[config.mk]
export PLATFORM = sky130hd
export DESIGN_NAME = wb_master
export DESIGN_NICKNAME = d
export VERILOG_FILES = /design/src/rtl/wb_master.sv
export SDC_FILE = /design/constraint.sdc
export NUM_CORES = 1
export LEC_CHECK = 0
export ABC_AREA = 1
export CAP_MARGIN = 20
export CORE_UTILIZATION = 44
export DETAILED_ROUTE_END_ITERATION = 16
export HOLD_SLACK_MARGIN = 0.08
export MAX_ROUTING_LAYER = met4
export PLACE_DENSITY = 0.9
export SLEW_MARGIN = 20
export SYNTH_ARGS = -nofsm -noshare
export SYNTH_HDL_FRONTEND = slang
export SYNTH_SLANG_ARGS = --single-unit
[constraint.sdc]
create_clock -name clk_i -period 2.5 [get_ports clk_i]
set_input_delay 0.375 -clock clk_i [delete_from_list [all_inputs] [get_ports clk_i]]
set_output_delay 0.375 -clock clk_i [all_outputs]
set_load 0.1 [all_outputs]
[src/rtl/wb_master.sv]
// wb_master: single-outstanding Wishbone classic initiator.
// A valid/ready command becomes one WB read or write cycle. The result comes back
// on a one-cycle response strobe. A cycle with no ack/err is aborted after TIMEOUT
// cycles, and the abort is reported as an error.
module wb_master #(
   parameter int unsigned WORD    = 16,
   parameter int unsigned ADDR    = 16,
   parameter int unsigned TIMEOUT = 15
) (
   input  logic                clk_i,
   input  logic                rst_i,
   input  logic                cmd_valid_i,
   output logic                cmd_ready_o,
   input  logic                cmd_we_i,
   input  logic [ADDR-1:0]     cmd_addr_i,
   input  logic [WORD/8-1:0]   cmd_sel_i,
   input  logic [WORD-1:0]     cmd_dat_i,
   output logic                rsp_valid_o,
   output logic                rsp_err_o,
   output logic [WORD-1:0]     rsp_dat_o,
   output logic                cyc_o,
   output logic                stb_o,
   output logic                we_o,
   output logic [ADDR-1:0]     adr_o,
   output logic [WORD/8-1:0]   sel_o,
   output logic [WORD-1:0]     dat_o,
   input  logic [WORD-1:0]     dat_i,
   input  logic                ack_i,
   input  logic                err_i
);

   localparam int unsigned SEL = WORD / 8;
   localparam int unsigned CW  = (TIMEOUT == 0) ? 1 : $clog2(TIMEOUT + 1);
   localparam logic [CW-1:0] TO_LIMIT = CW'(TIMEOUT);

   typedef enum logic [1:0] {
      IDLE = 2'd0,
      BUS  = 2'd1,
      RESP = 2'd2
   } state_t;

   state_t            state_q, state_d;
   logic [CW-1:0]     cnt_q, cnt_d;
   logic              cyc_q, cyc_d;
   logic              we_q, we_d;
   logic [ADDR-1:0]   adr_q, adr_d;
   logic [SEL-1:0]    sel_q, sel_d;
   logic [WORD-1:0]   wdat_q, wdat_d;
   logic              rvalid_q, rvalid_d;
   logic              rerr_q, rerr_d;
   logic [WORD-1:0]   rdat_q, rdat_d;

   logic [CW-1:0]     cnt_next;
   logic              timeout_hit;
   logic              bus_done;

   // The counter saturates instead of wrapping, so TIMEOUT=0 can never abort.
   assign cnt_next    = (cnt_q == '1) ? cnt_q : cnt_q + CW'(1);
   assign timeout_hit = (TIMEOUT != 0) && (cnt_next == TO_LIMIT);
   assign bus_done    = err_i || ack_i || timeout_hit;

   // State register and registered outputs; async active-low reset drops any transfer.
   always_ff @(posedge clk_i or negedge rst_i) begin
      if (!rst_i) begin
         state_q  <= IDLE;
         cnt_q    <= '0;
         cyc_q    <= 1'b0;
         we_q     <= 1'b0;
         adr_q    <= '0;
         sel_q    <= '0;
         wdat_q   <= '0;
         rvalid_q <= 1'b0;
         rerr_q   <= 1'b0;
         rdat_q   <= '0;
      end else begin
         state_q  <= state_d;
         cnt_q    <= cnt_d;
         cyc_q    <= cyc_d;
         we_q     <= we_d;
         adr_q    <= adr_d;
         sel_q    <= sel_d;
         wdat_q   <= wdat_d;
         rvalid_q <= rvalid_d;
         rerr_q   <= rerr_d;
         rdat_q   <= rdat_d;
      end
   end

   // Next-state logic: IDLE -> BUS on a command, BUS -> RESP on ack/err/timeout, RESP -> IDLE.
   always_comb begin
      state_d = state_q;
      unique case (state_q)
         IDLE:    if (cmd_valid_i) state_d = BUS;
         BUS:     if (bus_done)    state_d = RESP;
         RESP:    state_d = IDLE;
         default: state_d = IDLE;
      endcase
   end

   // Next values for the registered outputs. err_i takes priority over ack_i,
   // and ack_i takes priority over an expiring timeout.
   always_comb begin
      cnt_d    = cnt_q;
      cyc_d    = cyc_q;
      we_d     = we_q;
      adr_d    = adr_q;
      sel_d    = sel_q;
      wdat_d   = wdat_q;
      rvalid_d = 1'b0;
      rerr_d   = rerr_q;
      rdat_d   = rdat_q;
      unique case (state_q)
         IDLE: begin
            if (cmd_valid_i) begin
               we_d   = cmd_we_i;
               adr_d  = cmd_addr_i;
               sel_d  = cmd_sel_i;
               wdat_d = cmd_dat_i;
               cyc_d  = 1'b1;
               cnt_d  = '0;
            end
         end
         BUS: begin
            if (err_i) begin
               rerr_d = 1'b1;
            end else if (ack_i) begin
               rerr_d = 1'b0;
               if (!we_q) rdat_d = dat_i;
            end else begin
               cnt_d = cnt_next;
               if (timeout_hit) rerr_d = 1'b1;
            end
            if (bus_done) begin
               cyc_d    = 1'b0;
               we_d     = 1'b0;
               rvalid_d = 1'b1;
            end
         end
         RESP:    ;
         default: ;
      endcase
   end

   assign cmd_ready_o = (state_q == IDLE);
   assign cyc_o       = cyc_q;
   assign stb_o       = cyc_q;
   assign we_o        = we_q;
   assign adr_o       = adr_q;
   assign sel_o       = sel_q;
   assign dat_o       = wdat_q;
   assign rsp_valid_o = rvalid_q;
   assign rsp_err_o   = rerr_q;
   assign rsp_dat_o   = rdat_q;

endmodule
* After elaboration in Yosys (flattened, before gate mapping)
Index checks and enable logic that the tools add are counted.
** Operators by class
- Add/subtract/negate cells :: 1
- Equality and inequality tests :: 7
- Mux-type cells :: 18
- Bitwise operators :: 2
- Reductions and logical operators :: 11
** Operator list (count)
- $mux 4 :: 4
- $eq 4x4->1 const B :: 2
- $mux 1 :: 8
- $ne 2x2->1 const B :: 4
- $pmux 4 s2 :: 1
- $reduce_and 4->1 :: 2
- $reduce_and 2->1 :: 3
- $add 4x1->4 const B :: 1
- $mux 2 :: 2
- $pmux 1 s2 :: 2
- $pmux 2 s2 :: 1
- $reduce_and 3->1 :: 1
- $reduce_bool 3->1 :: 1
- $eq 2x1->1 const B :: 1
- $logic_not 2->1 :: 1
- $logic_or 1x1->1 :: 2
- $not 1->1 :: 2
- $reduce_bool 2->1 :: 1
** Storage, ports and cells
- Register bits :: 60
- Input bits :: 56
- Output and inout port bits :: 56

* Depth between registers and ports, before layout
- Depth after elaboration :: 6
- Mapped depth :: 10
- Depth with buffers taken out :: 10

* Worst setup path before layout
OpenSTA, ideal clock, no wires.
- Kind :: register -> register
- Start point :: reg state_q[1]
- End point :: reg adr_q[0] (netlist: adr_o[0])
- Library setup time :: 0.120 ns
- Arrival time :: 2.431 ns
- Data required time :: 2.380 ns
- Path slack :: -0.051 ns
- Cell stages (with the launch flop) :: 7
- Path buffers :: 2
- Period minus slack after synthesis :: 2.551 ns
- Path through :: dfrtp_1 nor2_1 nand2_1 buf_2 buf_2 nand2_1 nand2_1
** Between the ends
- Cells in the longest elaborated chain, start to end :: 2
** RTL lines
- start: declaration :: line 42 : state_t state_q, state_d;
- start signal: assignment :: line 76 : state_q <= state_d;
- $logic_not 2->1
- named net cmd_ready_o :: line 13 : output logic cmd_ready_o,
- $reduce_and 2->1 (no line)
- end signal: assignment :: line 80 : adr_q <= adr_d;
- end: declaration :: line 46 : logic [ADDR-1:0] adr_q, adr_d;
The timed path passes the listed nets, and every way through them passes these cells.
A chain may end at the register's enable or synchronous reset.

* Final worst setup path
- Start point :: reg cnt_q[0]
- End point :: reg we_q (netlist: we_o)
** Between the ends
- Cells in the longest elaborated chain, start to end :: 6
- Elaborated cells between the ends (all ways) :: 7
** RTL lines
- start: declaration :: line 43 : logic [CW-1:0] cnt_q, cnt_d;
- start signal: assignment :: line 77 : cnt_q <= cnt_d;
- $add 4x1->4 or $eq 4x4->1 (tied branches) :: line 58 : assign cnt_next = (cnt_q == '1) ? cnt_q : cnt_q + CW'(1);
- $mux 4 * :: line 58
- $eq 4x4->1 * :: line 59 : assign timeout_hit = (TIMEOUT != 0) && (cnt_next == TO_LIMIT);
- $logic_or 1x1->1 * :: line 60 : assign bus_done = err_i || ack_i || timeout_hit;
- $ne 2x2->1 (no line) *
- $reduce_and 3->1 (no line) *
- end signal: assignment :: line 79 : we_q <= we_d;
- end: declaration :: line 45 : logic we_q, we_d;
Mark *: on every way between the ends. The rest lies on a longest branch, timed or not.

==> key figures <==
Status
  • Status: complete, no violations

Yosys
  • #FFs+latches synth: 60
  • Syn_nets: 299
  • Mapped Cells: 242
  • Post-Syn Area: 2416 um2
  • Synth area leaders: dfrtp_1 (62%), nand2_1 (19%), mux2_4 (6.2%)
  • Syn Area/Cell: 9.984 um2
  • Share of Yosys cell area claimed by the top area cell type: 62.14%
  • Area leader, netlist: dfrtp_1
  • Synth cell types: 19
  • Synth warn: 0
  • Sequential area share after synthesis: between 60% and 70%

Critical path
  • Worst setup EP type: register
  • Worst-path cell chain: ha_1, nand2_1, nand2_1, o21ai_0, nor2_1, nand2_1, nand2_1, nand2_1, nand2_1, nand2_1
  • Cell mode on critical path: nand2_1
  • WP buf/inv: 0
  • R2r setup slk: between 800 and 900 ps
  • Crit-path leading delay family: simple AND/OR/NAND/NOR gates
  • Crit-path max FO: 5
  • Crit Path Class: register to register
  • Worst R2R Path Depth: 10
  • CP peak stage delay: 400 ps
  • Crit start category: register
  • Crit path depth: 10
  • CP arrival: between 1500 and 2000 ps
  • Crit-path slowest cell: dfrtp_1
  • CP required: 2770 ps

Global routing
  • Initial antenna violation count: 0
  • First-pass GRT wire length: 9.453 mm
  • Total congestion overflow: 0
  • GR Util All Layers: 21.71%
  • Largest net degree at the start of global routing: 39
  • Vias in the first global route: between 2000 and 2500

Timing
  • Min Tclk post-route: 1604 ps
  • RSZ-0062 raised after global routing: no
  • Final worst-path cycle share: 64.18%
  • Slew headroom: a little under three fifths
  • Fmax: between 600 and 700 MHz
  • Final TNS setup: 0 ps
  • Max-slew violations: 0
  • Slew @ Worst Pin: 649.8 ps
  • # setup viols final: 0
  • Final setup margin: 895.6 ps
  • Final Hold Fails: 0
  • Final clock skew: about 6.5 ps

Route
  • Via count: just over 2000
  • Detailed Route WL: 5.601 mm
  • Routed vias/inst: 4.762
  • Antenna Nets Post-Route: 0
  • Initial DRC count: roughly 130
  • DR pass1 iterations: 5
  • Wire per inst: ~13 um
  • # DRC: 0

Die
  • Die ar.: 5791 um2
  • I/O pin count: 112
  • Die height: 76.10 um
  • Row count: 26
  • Core area: 5205 um2
  • Die X: about 76 um
  • Initial Utilization: 46.42%

Clock network
  • Post-CTS Resized: 0
  • CTS tree: yes
  • Clock sink count: 60
  • Worst-case clock buffer depth: 2
  • Worst-skew pair later-pin latency: 330 ps
  • CTS H-Tree Depth: 3
  • Hold_buf cts: 0
  • Clock root buffer: clkbuf_8
  • CTS buffer count: 9
  • Clock transition at path regs: about 70 ps
  • Post-CTS setup repair buffer count: 0

Hold path
  • Min-delay worst type: input port to async pin

Run
  • Maxcap violations: 0

Final layout
  • Area of the multi-input gates: 823.3 um2
  • N_diodes: 0
  • Most frequent cells in the layout: nand2_1 (124), dfrtp_1 (60), buf_4 (58)
  • Area Growth Syn to Fin: 51.37%
  • Commonest non-fill, non-tap cell in the layout: nand2_1
  • Nets: 415
  • # fillers: ~400
  • Share of cells above drive strength 1: 25.90%
  • Register area: 1501 um2

Placed design
  • DPL Wire Length: 4.152 mm
  • Worst slack, placed: 611.3 ps
  • Routability cong.: 0.7353
  • I/O Buffers: 111
## sequential cells by signal, summed over array words and instances, names as in the netlist
name         count
cyc_o            1
cnt_q            4
dat_o           16
rsp_err_o        1
sel_o            2
rsp_valid_o      1
rsp_dat_o       16
state_q          2
we_o             1
adr_o           16
## per-stage QoR
| step | instance area [um2] | hold slack, ps | utilization (%) | cells |
|---|---|---|---|---|
| 6_report | 3657 | 72.83 | 70.26 | 433 |
| 5_1_grt | 3657 | 120.3 | 70.26 | 433 |
| 4_1_cts | 3657 | 83.43 | 70.26 | 433 |
| 3_5_place_dp | 3455 | 444.3 | 66.37 | 417 |
| 3_3_place_gp | 3455 | 437.2 | 66.37 | 417 |
| 2_1_floorplan | 2419 | 79.41 | - | 242 |
## cell usage after synthesis
library cell / n
a21oi_1: 1
buf_2: 6
buf_4: 1
buf_6: 1
clkbuf_1: 1
clkinv_1: 1
dfrtp_1: 60
ha_1: 1
inv_1: 10
mux2_2: 6
mux2_4: 10
nand2_1: 124
nand3_1: 5
nand4_1: 1
nand4_4: 1
nor2_1: 6
nor2_4: 1
o21ai_0: 3
o22ai_1: 3
## final timing paths
path	from	endpoint
setup / recovery	cnt_q[0]$_DFFE_PN0P_	we_o$_DFFE_PN0P_
hold / removal	rst_i	rsp_valid_o$_DFF_PN0_
setup reg to reg	cnt_q[0]$_DFFE_PN0P_	we_o$_DFFE_PN0P_
hold reg to reg	rsp_err_o$_DFFE_PN0P_	rsp_err_o$_DFFE_PN0P_
max in group asynchronous	rst_i	dat_o[6]$_DFFE_PN0P_
min in group clk_i	rsp_err_o$_DFFE_PN0P_	rsp_err_o$_DFFE_PN0P_
## kinds of logic (layout without fill, tap and decap cells)
| kind of cell | Yosys count | in the layout | share of synthesized area, % |
|---|---|---|---|
| and+or+nand+nor | 138 | 138 | 22.84 |
| DFF | 60 | 60 | 62.14 |
| buffers and inverters | 20 | 141 | 3.884 |
| muxes | 16 | 16 | 9.011 |
| AOI/OAI and AO/OA | 7 | 7 | 1.605 |
| adders and majority gates | 1 | 1 | 0.5178 |
## metal layers
layer	up-vias	routed length, um	GRT usage (%)
met1	987	2293	24.46
met4	0	127	10.58
met5	-	0	-
met3	12	333	4.790
li1	982	-	-
met2	81	2846	36.73
## layout make-up
type / count / share of cell area, %
flip-flops and latches: 60 / 41.05
clock inverters: 4 / 1.300
repair buffers: 114 / 27.37
inverters: 11 / 1.129
multi-input cells: 162 / 22.51
clock buffers: 12 / 4.242
well taps: 70 / 2.395
Power is not shown: default switching activity piles up to over one toggle a cycle in this logic, so the estimate is an artifact.
==> RTL edit, RTL diff (config.mk and constraints unchanged) <==
Set the parameter `ADDR` to 17 (it was 16).
--- a/src/rtl/wb_master.sv
+++ b/src/rtl/wb_master.sv
@@ -4,7 +4,7 @@
 // cycles, and the abort is reported as an error.
 module wb_master #(
    parameter int unsigned WORD    = 16,
-   parameter int unsigned ADDR    = 16,
+   parameter int unsigned ADDR    = 17,
    parameter int unsigned TIMEOUT = 15
 ) (
    input  logic                clk_i,
Ports: changed (resized adr_o and cmd_addr_i); port bits go from 112 to 114. No check against the original RTL was run, so the function may have changed too.
==> RTL edit against the unedited design <==
- setup slack got worse by 0.10 ns
- area after synthesis increased by 1.4%
- routed wire length increased by 3.4%
- sequential cell count increased by 1
- via count decreased by 0.82%
- first-iteration DRC count decreased by 34%
- design area increased by 0.82%
- sequential share of layout area increased by 0.34 points
- die area increased by 1.4%
- highest routed layer unchanged
Power is not shown: default switching activity piles up to over one toggle a cycle in this logic, so the estimate is an artifact.
==> RTL edit: results (changes against the unedited design) <==
Clocking
  • Setup Buffers After CTS: 0 (unchanged)
  • Worst-skew pair later-pin latency: 0.33 ns (about the same)
  • Resized Gates After CTS: 0 (unchanged)
  • Worst-path clk slew: 0.07 ns (about the same)
  • Htree depth: 3 (unchanged)
  • Maximum clock path buffer count: 2 (unchanged)
  • CTS Buf Count: 9 (unchanged)
  • Root Buffer: clkbuf_8

Routing
  • Number of DRC markers in iteration 0: 88 (-34%)
  • Final WL: 5790 um (+3.4%)
  • Drt first pass iters: 6 (+1)
  • Via count: 2045 (-0.82%)

STA
  • Pin slew with the least headroom to its limit: 0.6941 ns (+0.04436 ns)
  • Clock Skews: 0.008285 ns (+0.001739 ns)

Final layout
  • ANT cells: 0 (unchanged)
  • Largest register FFs: 17
  • Post-Layout Cell Count: 438 (+1.2%)
  • Share of cells above drive strength 1: 0.2582 (-0.0008010)

Synth
  • Syn nets: 304 (+1.7%)
  • Post-synthesis adder-cell area fraction: 0.005107 (-0.00007141)
  • Top cells by area, synth: dfrtp_1 62%, nand2_1 19%, mux2_4 6.1%, mux2_2 2.8%, inv_1 1.7%
  • Synth Area in Compound Gates: 0.01583 (-0.0002214)
  • Post-synthesis xor/xnor area fraction: 0 (unchanged)
  • Synth cell count leaders: 127 x nand2_1, 61 x dfrtp_1, 11 x inv_1, 10 x mux2_4
  • Warnings from Yosys: 0 (unchanged)
  • Mux cell area share after synthesis: 0.08887 (-0.001243)
  • Distinct cells, synth: 19 (unchanged)
  • Async set-reset flop share out of synthesis: 1.000 (unchanged)
  • Seq/Total Area, Yosys: 0.6231 (+0.001645)
  • Synth Area per Inst: 9.959 um2 (-0.25%)
  • Predominant post-synthesis flop cell: dfrtp_1

Place
  • I/O Buffers: 113 (+1.8%)
  • Placed Cells incl. Taps: 422 (+1.2%)
  • Cell Area, Placed: 3500 um2 (+1.3%)
  • Post-Place Setup Slack: 0.6904 ns (+0.07912 ns)
  • Post-detail-place hpwl: 4195 um (+1.0%)
  • Placer congestion estimate: 0.7763 (+5.6%)

Hold path
  • Worst hold path class: input pin to async pin

Worst setup path
  • CP Max Fanout: 5 (unchanged)
  • Worst EP arrival: 1.91 ns (+0.04 ns)
  • Slowest stage delay, CP: 0.41 ns
  • Critical path's top delay family: simple AND/OR/NAND/NOR gates
  • CP max stage cell: dfrtp_1

Global route
  • Gr usage total: 0.2253 (+0.008204)
  • Met1 Use GR: 0.2652 (+0.02062)
  • Largest net degree at the start of global routing: 40 (+2.6%)
  • GR Util met3: 0.05030 (+0.002395)
  • Vias in the first global route: 2167 (+4.8%)
  • Initial antenna violation count: 0 (unchanged)
  • First-pass GRT wire length: 9984 um (+5.6%)
  • Met2 usage: 0.3739 (+0.006601)

Outcome
  • Status: complete, no violations
-- RTL edit: cell count changes after synthesis, sizes merged --
cell    delta
dfrtp      +1
nand3      -1
nand2      +3
inv        +2
clkbuf     +1
buf        -1
clkinv     -1
-- RTL edit: kinds of logic after synthesis --
| kind of cell | Yosys count |
|---|---|
| multiplexers | 16 |
| buffers and inverters | 21 |
| adder cells (fa/ha/maj) | 1 |
| AND/OR/NAND/NOR | 140 |
| flip-flops | 61 |
| AO/OA/AOI/OAI | 7 |
-- RTL edit: worst paths after layout --
check | cells past startpoint | end | from | slack, ns
setup / recovery | 10 | cyc_o$_DFFE_PN0P_ | cnt_q[1]$_DFFE_PN0P_ | 0.80
hold / removal | 1 | cnt_q[3]$_DFFE_PN0P_ | rst_i | 0.09
setup reg to reg | 10 | cyc_o$_DFFE_PN0P_ | cnt_q[1]$_DFFE_PN0P_ | 0.80
hold reg to reg | 2 | adr_o[14]$_DFFE_PN0P_ | adr_o[14]$_DFFE_PN0P_ | 0.48
max in group asynchronous | 2 | adr_o[12]$_DFFE_PN0P_ | rst_i | 1.82
min in group clk_i | 2 | adr_o[14]$_DFFE_PN0P_ | adr_o[14]$_DFFE_PN0P_ | 0.48
-- RTL edit: area by class of cell --
class,count,area (um2)
clock buffer,12,155.1
clock inverter,4,32.53
fill,396,1550
inverter,12,45.04
multi-input combinational,164,829.5
sequential,61,1526
tap,70,87.58
timing repair buffer,115,1011
-- RTL edit: layer usage --
layer / vias up / routed length [um]
met5: - / 0
met2: 73 / 3031
met4: 0 / 113
met1: 965 / 2366
li1: 994 / -
met3: 13 / 278
